File: src/rtl/st_c2h_patt_src_if.sv
`default_nettype none
// ============================================================
// st_c2h_patt_src_if : FIFO pop handshake between the pattern source and the C2H stage
// Rev 1.0
// ============================================================
interface st_c2h_patt_src_if #(
  parameter int BIT_WIDTH = 64
);
  logic                   rd;
  logic [BIT_WIDTH-1:0]   dout;
  logic [BIT_WIDTH/8-1:0] dpar;
  logic                   rdout;
  logic                   hfull;

  modport master (input rd, output dout, output dpar, output rdout, output hfull);
  modport slave  (output rd, input dout, input dpar, input rdout, input hfull);
endinterface
`default_nettype wire

File: src/rtl/st_c2h_patt_src.sv
`default_nettype none
// ============================================================
// st_c2h_patt_src : incrementing-lane packet generator feeding a beat FIFO
// Rev 1.0
// ============================================================
module st_c2h_patt_src #(
  parameter int BIT_WIDTH  = 64,
  parameter int PATT_WIDTH = 16,
  parameter int FIFO_DEPTH = 16
) (
  input  logic                          axi_aclk,
  input  logic                          axi_areset,
  input  logic [31:0]                   control_reg,
  input  logic [15:0]                   txr_size,
  input  logic [10:0]                   num_pkt,
  st_c2h_patt_src_if.master             fifo,
  output logic                          gen_busy,
  output logic                          gen_done,
  output logic [$clog2(FIFO_DEPTH):0]   level
);

  localparam int LANES = BIT_WIDTH / PATT_WIDTH;
  localparam int BYTES = BIT_WIDTH / 8;
  localparam int LOG2B = $clog2(BYTES);
  localparam int AW    = $clog2(FIFO_DEPTH);
  localparam logic [AW:0] DEPTH_L = (AW+1)'(FIFO_DEPTH);
  localparam logic [AW:0] HALF_L  = (AW+1)'(FIFO_DEPTH / 2);

  typedef enum logic [0:0] {IDLE = 1'b0, GEN = 1'b1} state_t;

  state_t state, state_nx;
  logic   done_nx;

  logic              ctrl_q, ctrl_qq;
  logic              start;
  logic [13:0]       beats_pp, beat_cnt;
  logic [LOG2B-1:0]  tail;
  logic [10:0]       pkts, pkt_cnt;
  logic [16:0]       bsum;
  logic [13:0]       bpp_w;

  logic [BIT_WIDTH-1:0] mem [FIFO_DEPTH];
  logic [AW-1:0]        wptr, rptr;
  logic [AW:0]          level_r;
  logic [BIT_WIDTH-1:0] dout_r, rdata, patt, wdata;
  logic [BYTES-1:0]     dpar_r, rpar, keep;
  logic                 rdout_r, done_r;
  logic                 push, pop, last_beat, last_pkt, fin;
  logic [31:0]          lane_base;
  logic                 unused_ctrl;

  assign unused_ctrl = ^{control_reg[31:2], control_reg[0]};

  // Edge detector flops reset high so a start held across reset is not taken.
  always_ff @(posedge axi_aclk) begin
    if (axi_areset) begin
      ctrl_q  <= 1'b1;
      ctrl_qq <= 1'b1;
    end else begin
      ctrl_q  <= control_reg[1];
      ctrl_qq <= ctrl_q;
    end
  end

  assign start = ctrl_q & ~ctrl_qq;

  assign bsum  = {1'b0, txr_size} + 17'(BYTES - 1);
  assign bpp_w = (txr_size == 16'd0) ? 14'd1 : 14'(bsum >> LOG2B);

  assign push      = (state == GEN) && (level_r < DEPTH_L);
  assign pop       = fifo.rd && (level_r != '0);
  assign last_beat = (beat_cnt == beats_pp - 14'd1);
  assign last_pkt  = (pkt_cnt == pkts - 11'd1);
  assign fin       = push && last_beat && last_pkt;

  always_ff @(posedge axi_aclk) begin
    if (axi_areset) begin
      state  <= IDLE;
      done_r <= 1'b0;
    end else begin
      state  <= state_nx;
      done_r <= done_nx;
    end
  end

  always_comb begin
    state_nx = state;
    done_nx  = 1'b0;
    case (state)
      IDLE: begin
        if (start) begin
          if (num_pkt != 11'd0) state_nx = GEN;
          else                  done_nx  = 1'b1;
        end
      end
      GEN: begin
        if (fin) begin
          state_nx = IDLE;
          done_nx  = 1'b1;
        end
      end
      default: state_nx = IDLE;
    endcase
  end

  always_ff @(posedge axi_aclk) begin
    if (axi_areset) begin
      beats_pp <= '0;
      tail     <= '0;
      pkts     <= '0;
      beat_cnt <= '0;
      pkt_cnt  <= '0;
    end else if (state == IDLE && start) begin
      beats_pp <= bpp_w;
      tail     <= txr_size[LOG2B-1:0];
      pkts     <= num_pkt;
      beat_cnt <= '0;
      pkt_cnt  <= '0;
    end else if (push) begin
      if (last_beat) begin
        beat_cnt <= '0;
        pkt_cnt  <= pkt_cnt + 11'd1;
      end else begin
        beat_cnt <= beat_cnt + 14'd1;
      end
    end
  end

  assign lane_base = 32'(beat_cnt) * 32'(LANES);
  assign rdata     = mem[rptr];

  for (genvar i = 0; i < LANES; i++) begin : g_lane
    assign patt[i*PATT_WIDTH +: PATT_WIDTH] = PATT_WIDTH'(lane_base + 32'(i));
  end

  // Bytes past the packet length in the final beat are zeroed.
  for (genvar j = 0; j < BYTES; j++) begin : g_byte
    assign keep[j]           = !(last_beat && (tail != '0) && (LOG2B'(j) >= tail));
    assign wdata[j*8 +: 8]   = keep[j] ? patt[j*8 +: 8] : 8'h00;
    assign rpar[j]           = ^rdata[j*8 +: 8];
  end

  always_ff @(posedge axi_aclk) begin
    if (push) mem[wptr] <= wdata;
  end

  always_ff @(posedge axi_aclk) begin
    if (axi_areset) begin
      wptr    <= '0;
      rptr    <= '0;
      level_r <= '0;
      dout_r  <= '0;
      dpar_r  <= '0;
      rdout_r <= 1'b0;
    end else begin
      if (push) wptr <= wptr + 1'b1;
      if (pop) begin
        rptr   <= rptr + 1'b1;
        dout_r <= rdata;
        dpar_r <= rpar;
      end
      rdout_r <= pop;
      case ({push, pop})
        2'b10:   level_r <= level_r + 1'b1;
        2'b01:   level_r <= level_r - 1'b1;
        default: level_r <= level_r;
      endcase
    end
  end

  assign fifo.dout  = dout_r;
  assign fifo.dpar  = dpar_r;
  assign fifo.rdout = rdout_r;
  assign fifo.hfull = (level_r >= HALF_L);
  assign gen_busy   = (state == GEN);
  assign gen_done   = done_r;
  assign level      = level_r;

endmodule
`default_nettype wire

File: src/flat_wrapper.sv
// flat-port wrapper written by rule: the top's interface ports become plain ports
module st_c2h_patt_src_flat 
#(
  parameter int BIT_WIDTH  = 64,
  parameter int PATT_WIDTH = 16,
  parameter int FIFO_DEPTH = 16
)
  (axi_aclk, axi_areset, control_reg, txr_size, num_pkt, gen_busy, gen_done, level, fifo_rd, fifo_dout, fifo_dpar, fifo_rdout, fifo_hfull);
  st_c2h_patt_src_if #(.BIT_WIDTH(BIT_WIDTH)) fifo_i ();
  input  logic axi_aclk;
  input  logic axi_areset;
  input  logic [31:0] control_reg;
  input  logic [15:0] txr_size;
  input  logic [10:0] num_pkt;
  output logic gen_busy;
  output logic gen_done;
  output logic [$clog2(FIFO_DEPTH):0] level;
  input wire logic [$bits(fifo_i.rd)-1:0] fifo_rd;
  output wire logic [$bits(fifo_i.dout)-1:0] fifo_dout;
  output wire logic [$bits(fifo_i.dpar)-1:0] fifo_dpar;
  output wire logic [$bits(fifo_i.rdout)-1:0] fifo_rdout;
  output wire logic [$bits(fifo_i.hfull)-1:0] fifo_hfull;
  assign fifo_i.rd = fifo_rd;
  assign fifo_dout = fifo_i.dout;
  assign fifo_dpar = fifo_i.dpar;
  assign fifo_rdout = fifo_i.rdout;
  assign fifo_hfull = fifo_i.hfull;
  st_c2h_patt_src #(.BIT_WIDTH(BIT_WIDTH), .PATT_WIDTH(PATT_WIDTH), .FIFO_DEPTH(FIFO_DEPTH)) u_core (.axi_aclk(axi_aclk), .axi_areset(axi_areset), .control_reg(control_reg), .txr_size(txr_size), .num_pkt(num_pkt), .fifo(fifo_i), .gen_busy(gen_busy), .gen_done(gen_done), .level(level));
endmodule
File: config.mk
export PLATFORM = sky130hd
export DESIGN_NAME = st_c2h_patt_src_flat
export DESIGN_NICKNAME = d
export VERILOG_FILES = /design/src/rtl/st_c2h_patt_src_if.sv /design/src/rtl/st_c2h_patt_src.sv /design/src/flat_wrapper.sv
export SDC_FILE = /design/constraint.sdc
export NUM_CORES = 1
export LEC_CHECK = 0
export CAP_MARGIN = 20
export CORE_UTILIZATION = 53
export DETAILED_ROUTE_END_ITERATION = 8
export GPL_ROUTABILITY_DRIVEN = 0
export HOLD_SLACK_MARGIN = 0.15
export PLACE_DENSITY = 0.7
export SKIP_CTS_REPAIR_TIMING = 1
export SYNTH_ARGS = -nofsm -noshare
export SYNTH_HDL_FRONTEND = slang
export SYNTH_SLANG_ARGS = --single-unit
File: constraint.sdc
create_clock -name axi_aclk -period 5.9 [get_ports axi_aclk]
set_input_delay 1.18 -clock axi_aclk [delete_from_list [all_inputs] [get_ports axi_aclk]]
set_output_delay 1.18 -clock axi_aclk [all_outputs]
set_load 0.02 [all_outputs]
After elaboration in Yosys (flattened, before gate mapping). Memories as Yosys holds them, arrays and structs flattened. A register that Yosys moved wholly into a read port is not among the register bits. Index checks and enable logic that the tools add are counted.

Register bits: 143. Memory bits (writable): 1024. Input port bits: 62. Output and inout bits: 81. Word-level logic and storage cells: 97. Memories kept: 1.

Add/subtract/negate cells: 12. $lt $le $gt $ge: 10. Equality and inequality tests: 4. Mux-type cells: 23. Bitwise gates (word level): 3. Reduce and logical (&&, ||, !) cells: 29.

Memory list: u_core.mem (depth 16, bits a word 64, rd ports 1, clocked after Yosys merged registers in 1, write ports 1, line st_c2h_patt_src.sv:42) `logic [BIT_WIDTH-1:0] mem [FIFO_DEPTH];`.

Operators by type and width (number): $mux 8 (8); $reduce_xor 8->1 (8); $add 16x2->16 const B (2); $mux 14 (2); $add 16x3->17 const B (1); $add 16x1->16 const B (1); $logic_not 16->1 (1); $add 14x1->14 const B (1); $eq 14x14->1 (1); $logic_and 1x1->1 (14); $sub 14x1->14 const B (1); $ge 3x3->1 const A (4); $add 11x1->11 const B (1); $eq 11x11->1 (1); $reduce_bool 11->1 (1); $sub 11x1->11 const B (1); $pmux 5 s2 (1); $add 4x1->4 const B (2); $mux 1 (8); $mux 4 (2); $ge 1x3->1 const A (2); $ge 2x3->1 const A (2); $add 5x1->5 const B (1); $ge 5x4->1 const B (1); other kinds (12) (14).

Depth between registers and ports, before layout. Gate-level depths: netlist (run 1).

Word-level depth: 6. Gate-level depth with buffers: 13. Gate-level depth less buffers: 12.

Least setup slack after synthesis (run 1). No wires, ideal clock.

Path kind: reg-to-reg. Start: reg u_core.beats_pp[0]. End: mem u_core.mem[0][34], data pin. Setup time: 297 ps. Arrival time: 3249 ps. Required time: 5603 ps. Slack: 2354 ps. Stages on the path, launching flop included: 12. Buffers on the path: 2. Period minus slack after synthesis: 3546 ps. Path through: dfxtp_1 -> inv_1 -> ha_1 -> or3b_2 -> or4_1 -> xnor2_1 -> nand3_1 -> or4_1 -> buf_2 -> or3b_1 -> clkbuf_1 -> and2_1.

Cells in the longest elaborated chain, start to end: 5.

Ends and longest elaborated chain: start: declaration (line st_c2h_patt_src.sv:36) `logic [13:0] beats_pp, beat_cnt;`; start signal: assignment (line st_c2h_patt_src.sv:114) `beats_pp <= bpp_w;`; $sub 14x1->14 (line st_c2h_patt_src.sv:72) `assign last_beat = (beat_cnt == beats_pp - 14'd1);`; $eq 14x14->1 (line st_c2h_patt_src.sv:72); $logic_and 1x1->1 (2 in series) (line st_c2h_patt_src.sv:138) `assign keep[j] = !(last_beat && (tail != '0) && (LOG2B'(j) >= tail));`; $mux 8 (line st_c2h_patt_src.sv:139) `assign wdata[j*8 +: 8] = keep[j] ? patt[j*8 +: 8] : 8'h00;`; net u_core.wdata[34] (line st_c2h_patt_src.sv:45) `logic [BIT_WIDTH-1:0] dout_r, rdata, patt, wdata;`; end: declaration (line st_c2h_patt_src.sv:42).

The timed path passes the listed nets, and every way through them passes these cells.

Worst setup path after layout (run 1).
Start: reg u_core.beats_pp[0]. End: mem u_core.mem[0][14], data pin.

The elaborated chain is that of the path after synthesis.

==> results of run 1 <==
==> metrics by stage <==
step	hold slack (ns)	power [mW]	std cells	setup slack, ns
after floorplan	0.4240	10.42	2338	2.354
after global placement	0.4431	11.14	3400	1.656
after detailed placement	0.4463	11.17	3410	1.629
after CTS	0.4594	17.93	3611	1.590
after global routing	0.4691	18.40	3612	1.370
final	0.4551	17.83	3614	1.528
==> state kept, by name, indices dropped and copies added (netlist names), named ones only <==
register	count
u_core.tail	3
u_core.fifo.dout	59
u_core.ctrl_q	1
u_core.wptr	4
u_core.level	5
u_core.beats_pp	14
u_core.gen_busy	1
u_core.rptr	4
u_core.beat_cnt	14
u_core.fifo.dpar	8
u_core.fifo.rdout	1
u_core.mem	944
u_core.ctrl_qq	1
u_core.gen_done	1
u_core.pkt_cnt	11
u_core.pkts	11
==> final cells by class <==
cell class	instances	area, um^2
diodes	2	5.005
clock buffers	147	3037
clock inverters	54	539.3
fillers	5612	30650
inverters	20	76.32
multi-input cells	1088	10750
flip-flops and latches	1086	31200
well taps	1050	1314
repair buffers	167	1554
==> worst min-delay path by stage <==
stage                         start              endpoint  slack, ns  cells after the start
2_1_floorplan         u_core.ctrl_q        u_core.ctrl_qq       0.42                      1
3_3_place_gp          u_core.ctrl_q        u_core.ctrl_qq       0.44                      1
3_5_place_dp          u_core.ctrl_q        u_core.ctrl_qq       0.45                      1
4_1_cts        u_core.fifo.dout[31]  u_core.fifo.dout[31]       0.46                      2
5_1_grt        u_core.fifo.dout[31]  u_core.fifo.dout[31]       0.47                      2
6_report       u_core.fifo.dout[31]  u_core.fifo.dout[31]       0.46                      2
==> power by group through the flow <==
stage	Sequential (mW)	Clock (mW)	Combinational [mW]
global placement	8.72	0	2.43
CTS	8.56	6.92	2.46
floorplan	8.71	0	1.70
global route	8.58	7.21	2.62
finish	8.55	6.85	2.42
detailed placement	8.72	0	2.45
==> per-layer routing <==
metal	GRT usage, %	vias up
met5	0	-
met4	7.179	0
met3	6.024	142
met2	40.16	985
met1	34.76	11860
li1	-	9539
==> logic make-up after synthesis <==
group                    count (synthesis)  share of synthesized area [%]
XOR/XNOR                               122                          2.513
buffers and inverters                  164                          1.574
multiplexers                           252                          13.32
AND/OR/NAND/NOR                        442                          4.964
AO/OA/AOI/OAI                          254                          3.851
other                                    1                       0.008818
flip-flops                            1086                          73.34
adder cells (fa/ha/maj)                 14                         0.4296
==> worst register-to-register path, stage by stage, from the launching register on <==
cell	delay [ns]
dfxtp_1	0.34
inv_1	0.09
ha_1	0.20
or3b_2	0.52
or4_1	0.54
xnor2_1	0.17
nand3_1	0.11
or4_1	0.59
nor2_2	0.52
buf_4	0.37
a21boi_0	0.35
buf_4	0.32
==> cell usage in the layout, fill, tap and decap left out, drive strengths merged, types with 8 or more instances in the layout <==
| cell type | n |
|---|---|
| nor3 | 12 |
| mux4 | 251 |
| a21oi | 98 |
| nand2 | 221 |
| and2 | 32 |
| nand3 | 18 |
| a21boi | 12 |
| dfxtp | 142 |
| bufinv | 9 |
| nand4 | 14 |
| edfxtp | 944 |
| or3 | 8 |
| buf | 61 |
| a22oi | 88 |
| or4 | 13 |
| clkdlybuf4s50 | 106 |
| clkbuf | 147 |
| nor2b | 26 |
| inv | 24 |
| clkinv | 37 |
| ha | 13 |
| nor2 | 61 |
| xnor2 | 87 |
| xor2 | 35 |
| o31ai | 9 |
| o21ai | 18 |
==> results.cfg, run 1 <==
[status]
status = finished clean

[yosys]
synthCells = 2335
synth_seq_cells = 1086
netlist_top_cells_count = edfxtp_1 (944), mux4_2 (251), nand2_1 (221), dfxtp_1 (142), clkbuf_1 (100)
avgSynthCellArea_um2 = 18.21
synth-main-ff-cell = edfxtp_1
synth_edf_count = 944
netlist_area_um2 = 42530
ys_seq_area_share_pct = 73.34
synth_most_common_cell = edfxtp_1
synth_cell_type_count = 61
yosysWarnings = 0
synth_area_leader_cell = edfxtp_1
synth-async-reset-ratio_pct = 0
synth_top_area_share_pct = 66.66
netlist_top_cells_area = edfxtp_1 (67%), mux4_2 (13%), dfxtp_1 (6.7%)

[setup_path]
crit_cells = 11
crit_slowest_cell = or4_1
crit_family = simple AND/OR/NAND/NOR gates
reg2reg_to = u_core.mem[0][14]
cp.arrival_ns = 4.79
r2r.worst_path.cells = 11
rrSetupSlack_ns = 1.53
critical_path.max_fanout = 14
max_stage_delay_ns = 0.59
cp.required_ns = 6.31
timing.critical_path.buf_inv = 3
criticalPathCategory = reg2reg
cp-startpoint = u_core.beats_pp[0]
endpoint = u_core.mem[0][14]
end_kind = flop
critPathLaunchType = flop
rr_startpoint = u_core.beats_pp[0]
cp_cell_sequence = inv_1 -> ha_1 -> or3b_2 -> or4_1 -> xnor2_1 -> nand3_1 -> or4_1 -> nor2_2 -> buf_4 -> a21boi_0 -> buf_4

[global_route]
overflow = 0
grt_max_degree = 63
grt_pass1_wl_um = 148400
gr-usage-all-layers_pct = 25.14
first_global_vias = 23016
grt_antenna_before_repair = 2

[route]
drt_wl_total_um = 100800
vias = 22526
drc = 0
vias_per_cell = 6.233
wl_met2_um = 48730
wl_met1_um = 40630
met3WireLength_um = 9138
antenna_left = 0
first_pass_iters = 5
route.detailed.wl_per_inst_um = 27.90
routed.top_layer = met4
drt_iter0_markers = 2472

[floorplanning]
die_h_um = 285.3
die_area_um2 = 81370
initial_utilization_pct = 53.74
pin_count = 143
die_w_um = 285.3
core_area_um2 = 79130
fp-row-count = 103

[sta]
rsz0062_at_grt = false
skew_ns = 0.02196
slew_headroom_pct = 25.90
final-max-slew-violation-count = 0
period_share_pct = 74.10
tns_ns = 0
setup_viol = 0
worst-slew-pin-transition_ns = 1.109
fmax_mhz = 228.7
hold_viol_final = 0
period_needed_ns = 4.372

[clock_network]
clk_latency_ns = 0.68
cts_buffers = 107
cts_root_buf = clkbuf_16
clock_path_buffers = 3
clk_pin_slew_worst_paths_ns = 0.06
htree_levels = 3
cts_tree = built
clock_sinks = 1086

[final_layout]
fin_util_pct = 61.26
fin_area_um2 = 48480
final_nets = 2546
drive_above_1_share_pct = 20.10
area_delta_synth_final_pct = 13.99

[hold_path]
min_path_type = reg2reg

[power]
combPwrFrac_pct = 13.6
power.leakage_nw = 13.95
p_sw_share_pct = 24.21
peakVddDrop_mv = 0.3091
powerDensity_nw_per_um2 = 367.7
clkPwrFrac_pct = 38.4
intPower_mw = 13.51
power.switching_mw = 4.317
power.share.sequential_pct = 48.0

[placed_design]
postPlaceCellArea_um2 = 44890
portBuffers = 107
hpwl_um = 54280

[job]
drv_cap = 0
No activity file was read; power rests on OpenSTA's default activity.
==> run 2, diff against run 1 <==
- clock period: 5.9 -> 4.17 ns (I/O delays scaled with it)
==> results.cfg, run 2 (same netlist as run 1, synthesis figures left out) <==
[setup_path]
critPathLaunchType = flop
critical_path.max_fanout = 16
rrSetupSlack_ns = 0.24
rr_startpoint = u_core.beats_pp[0]
cp.required_ns = 4.50
reg2reg_to = u_core.mem[11][40]
r2r.worst_path.cells = 10
criticalPathCategory = reg2reg
cp.arrival_ns = 4.26
end_kind = flop

[route]
drt_iter0_markers = 2639
vias = 22673
antenna_left = 0
first_pass_iters = 5
vias_per_cell = 6.225
route.detailed.wl_per_inst_um = 27.75
drt_wl_total_um = 101100
drc = 0

[clock_network]
cts_root_buf = clkbuf_16
cts_buffers = 107
cts_tree = built
htree_levels = 3
clk_latency_ns = 0.67
clock_path_buffers = 3
clk_pin_slew_worst_paths_ns = 0.06
clock_sinks = 1086

[global_route]
overflow = 0
grt_antenna_before_repair = 2
grt_pass1_wl_um = 149700
grt_max_degree = 77
gr-usage-all-layers_pct = 25.27
first_global_vias = 22870

[floorplanning]
core_area_um2 = 79130
fp-row-count = 103
pin_count = 143
initial_utilization_pct = 53.74
die_area_um2 = 81370
die_w_um = 285.3
die_h_um = 285.3

[sta]
worst-slew-pin-transition_ns = 1.059
rsz0062_at_grt = false
period_share_pct = 94.32
setup_viol = 0
skew_ns = 0.02229
final-max-slew-violation-count = 0
fmax_mhz = 254.3
slew_headroom_pct = 29.37
period_needed_ns = 3.933
setup_ws_ns = 0.2369
hold_viol_final = 0
tns_ns = 0

[power]
powerDensity_nw_per_um2 = 508.0
power.leakage_nw = 14.05
peakVddDrop_mv = 0.3672

[placed_design]
hpwl_um = 55960
portBuffers = 107
dp_slack_ns = 0.2996

[final_layout]
diodes = 0
regMostFlops = u_core.mem
final_nets = 2581
final_cell_mix = edfxtp_1 (944), mux4_2 (251), nand2_1 (221), dfxtp_1 (140), clkbuf_16 (110)
largest_reg_flops = 944
area_delta_synth_final_pct = 14.59
final_common_cell = edfxtp_1
drive_above_1_share_pct = 20.64

[hold_path]
min_path_cells = 1
min_to = u_core.ctrl_qq
min_path_type = reg2reg
hp-start = u_core.ctrl_q

[job]
drv_cap = 0

[status]
status = finished clean
## run 2: cell types whose count changed in the layout (fill, tap and decap cells not counted), moves of 2 or more
cell	before	now
buf_4	51	73
buf_12	4	23
buf_2	6	0
clkbuf_1	27	32
clkinv_1	10	15
bufinv_16	9	5
clkbuf_16	114	110
clkbuf_8	6	3
clkinv_4	2	0
diode_2	2	0
inv_6	4	2
## run 2: per-stage QoR
step | instances | power, mW | hold slack [ns] | util (%) | instance area (um^2)
floorplan | 2338 | 14.74 | 0.4240 | - | 42540
global placement | 3446 | 15.82 | 0.4425 | 57.39 | 45410
detailed placement | 3446 | 15.86 | 0.4441 | 57.39 | 45410
CTS | 3642 | 24.91 | 0.4472 | 61.59 | 48730
global route | 3642 | 25.56 | 0.4698 | 61.59 | 48730
finish | 3642 | 24.75 | 0.4457 | 61.59 | 48730
## run 2: layout make-up
type	instances	area, um^2
multi-input combinational	1088	10750
timing repair buffer	202	2069
fill	5529	30400
clock buffer	145	2914
tap	1050	1314
inverter	20	76.32
clock inverter	51	406.6
sequential	1086	31200
## run 2: critical path, cell delays in order, from the launching register on
cell and delay (ns):
dfxtp_1 0.34, inv_1 0.09, ha_1 0.20, or3b_2 0.51, or4_1 0.54, xnor2_1 0.19
nand3_1 0.11, or4_1 0.60, buf_4 0.22, a211o_1 0.38, and2_1 0.41
## run 2: routing by layer
| metal | global-route usage, % | vias to the layer above | part of all wire (%) |
|---|---|---|---|
| met5 | 0 | - | 0.012 |
| met4 | 7.447 | 2 | 2.6 |
| met3 | 4.296 | 166 | 8.0 |
| met2 | 40.04 | 1065 | 48 |
| met1 | 36.38 | 11858 | 41 |
| li1 | - | 9582 | - |
## run 2: worst max path at each step
stage,startpoint,end,slack [ns],cells past startpoint
6_report,u_core.beats_pp[0],u_core.mem[11][40],0.24,10
5_1_grt,u_core.beats_pp[0],u_core.mem[8][40],0.11,10
4_1_cts,u_core.beats_pp[0],u_core.mem[0][46],0.27,10
3_5_place_dp,u_core.beats_pp[0],u_core.mem[1][46],0.30,10
3_3_place_gp,u_core.beats_pp[0],u_core.mem[8][42],0.36,10
2_1_floorplan,u_core.beats_pp[0],u_core.mem[0][34],0.62,11
## run 2: where the power goes
group          total, mW  switching, mW  leakage, nW  internal (mW)
clock network       9.16           3.96         1.63           5.20
logic               3.56           1.91         3.71           1.65
registers           12.0          0.197         8.71           11.8
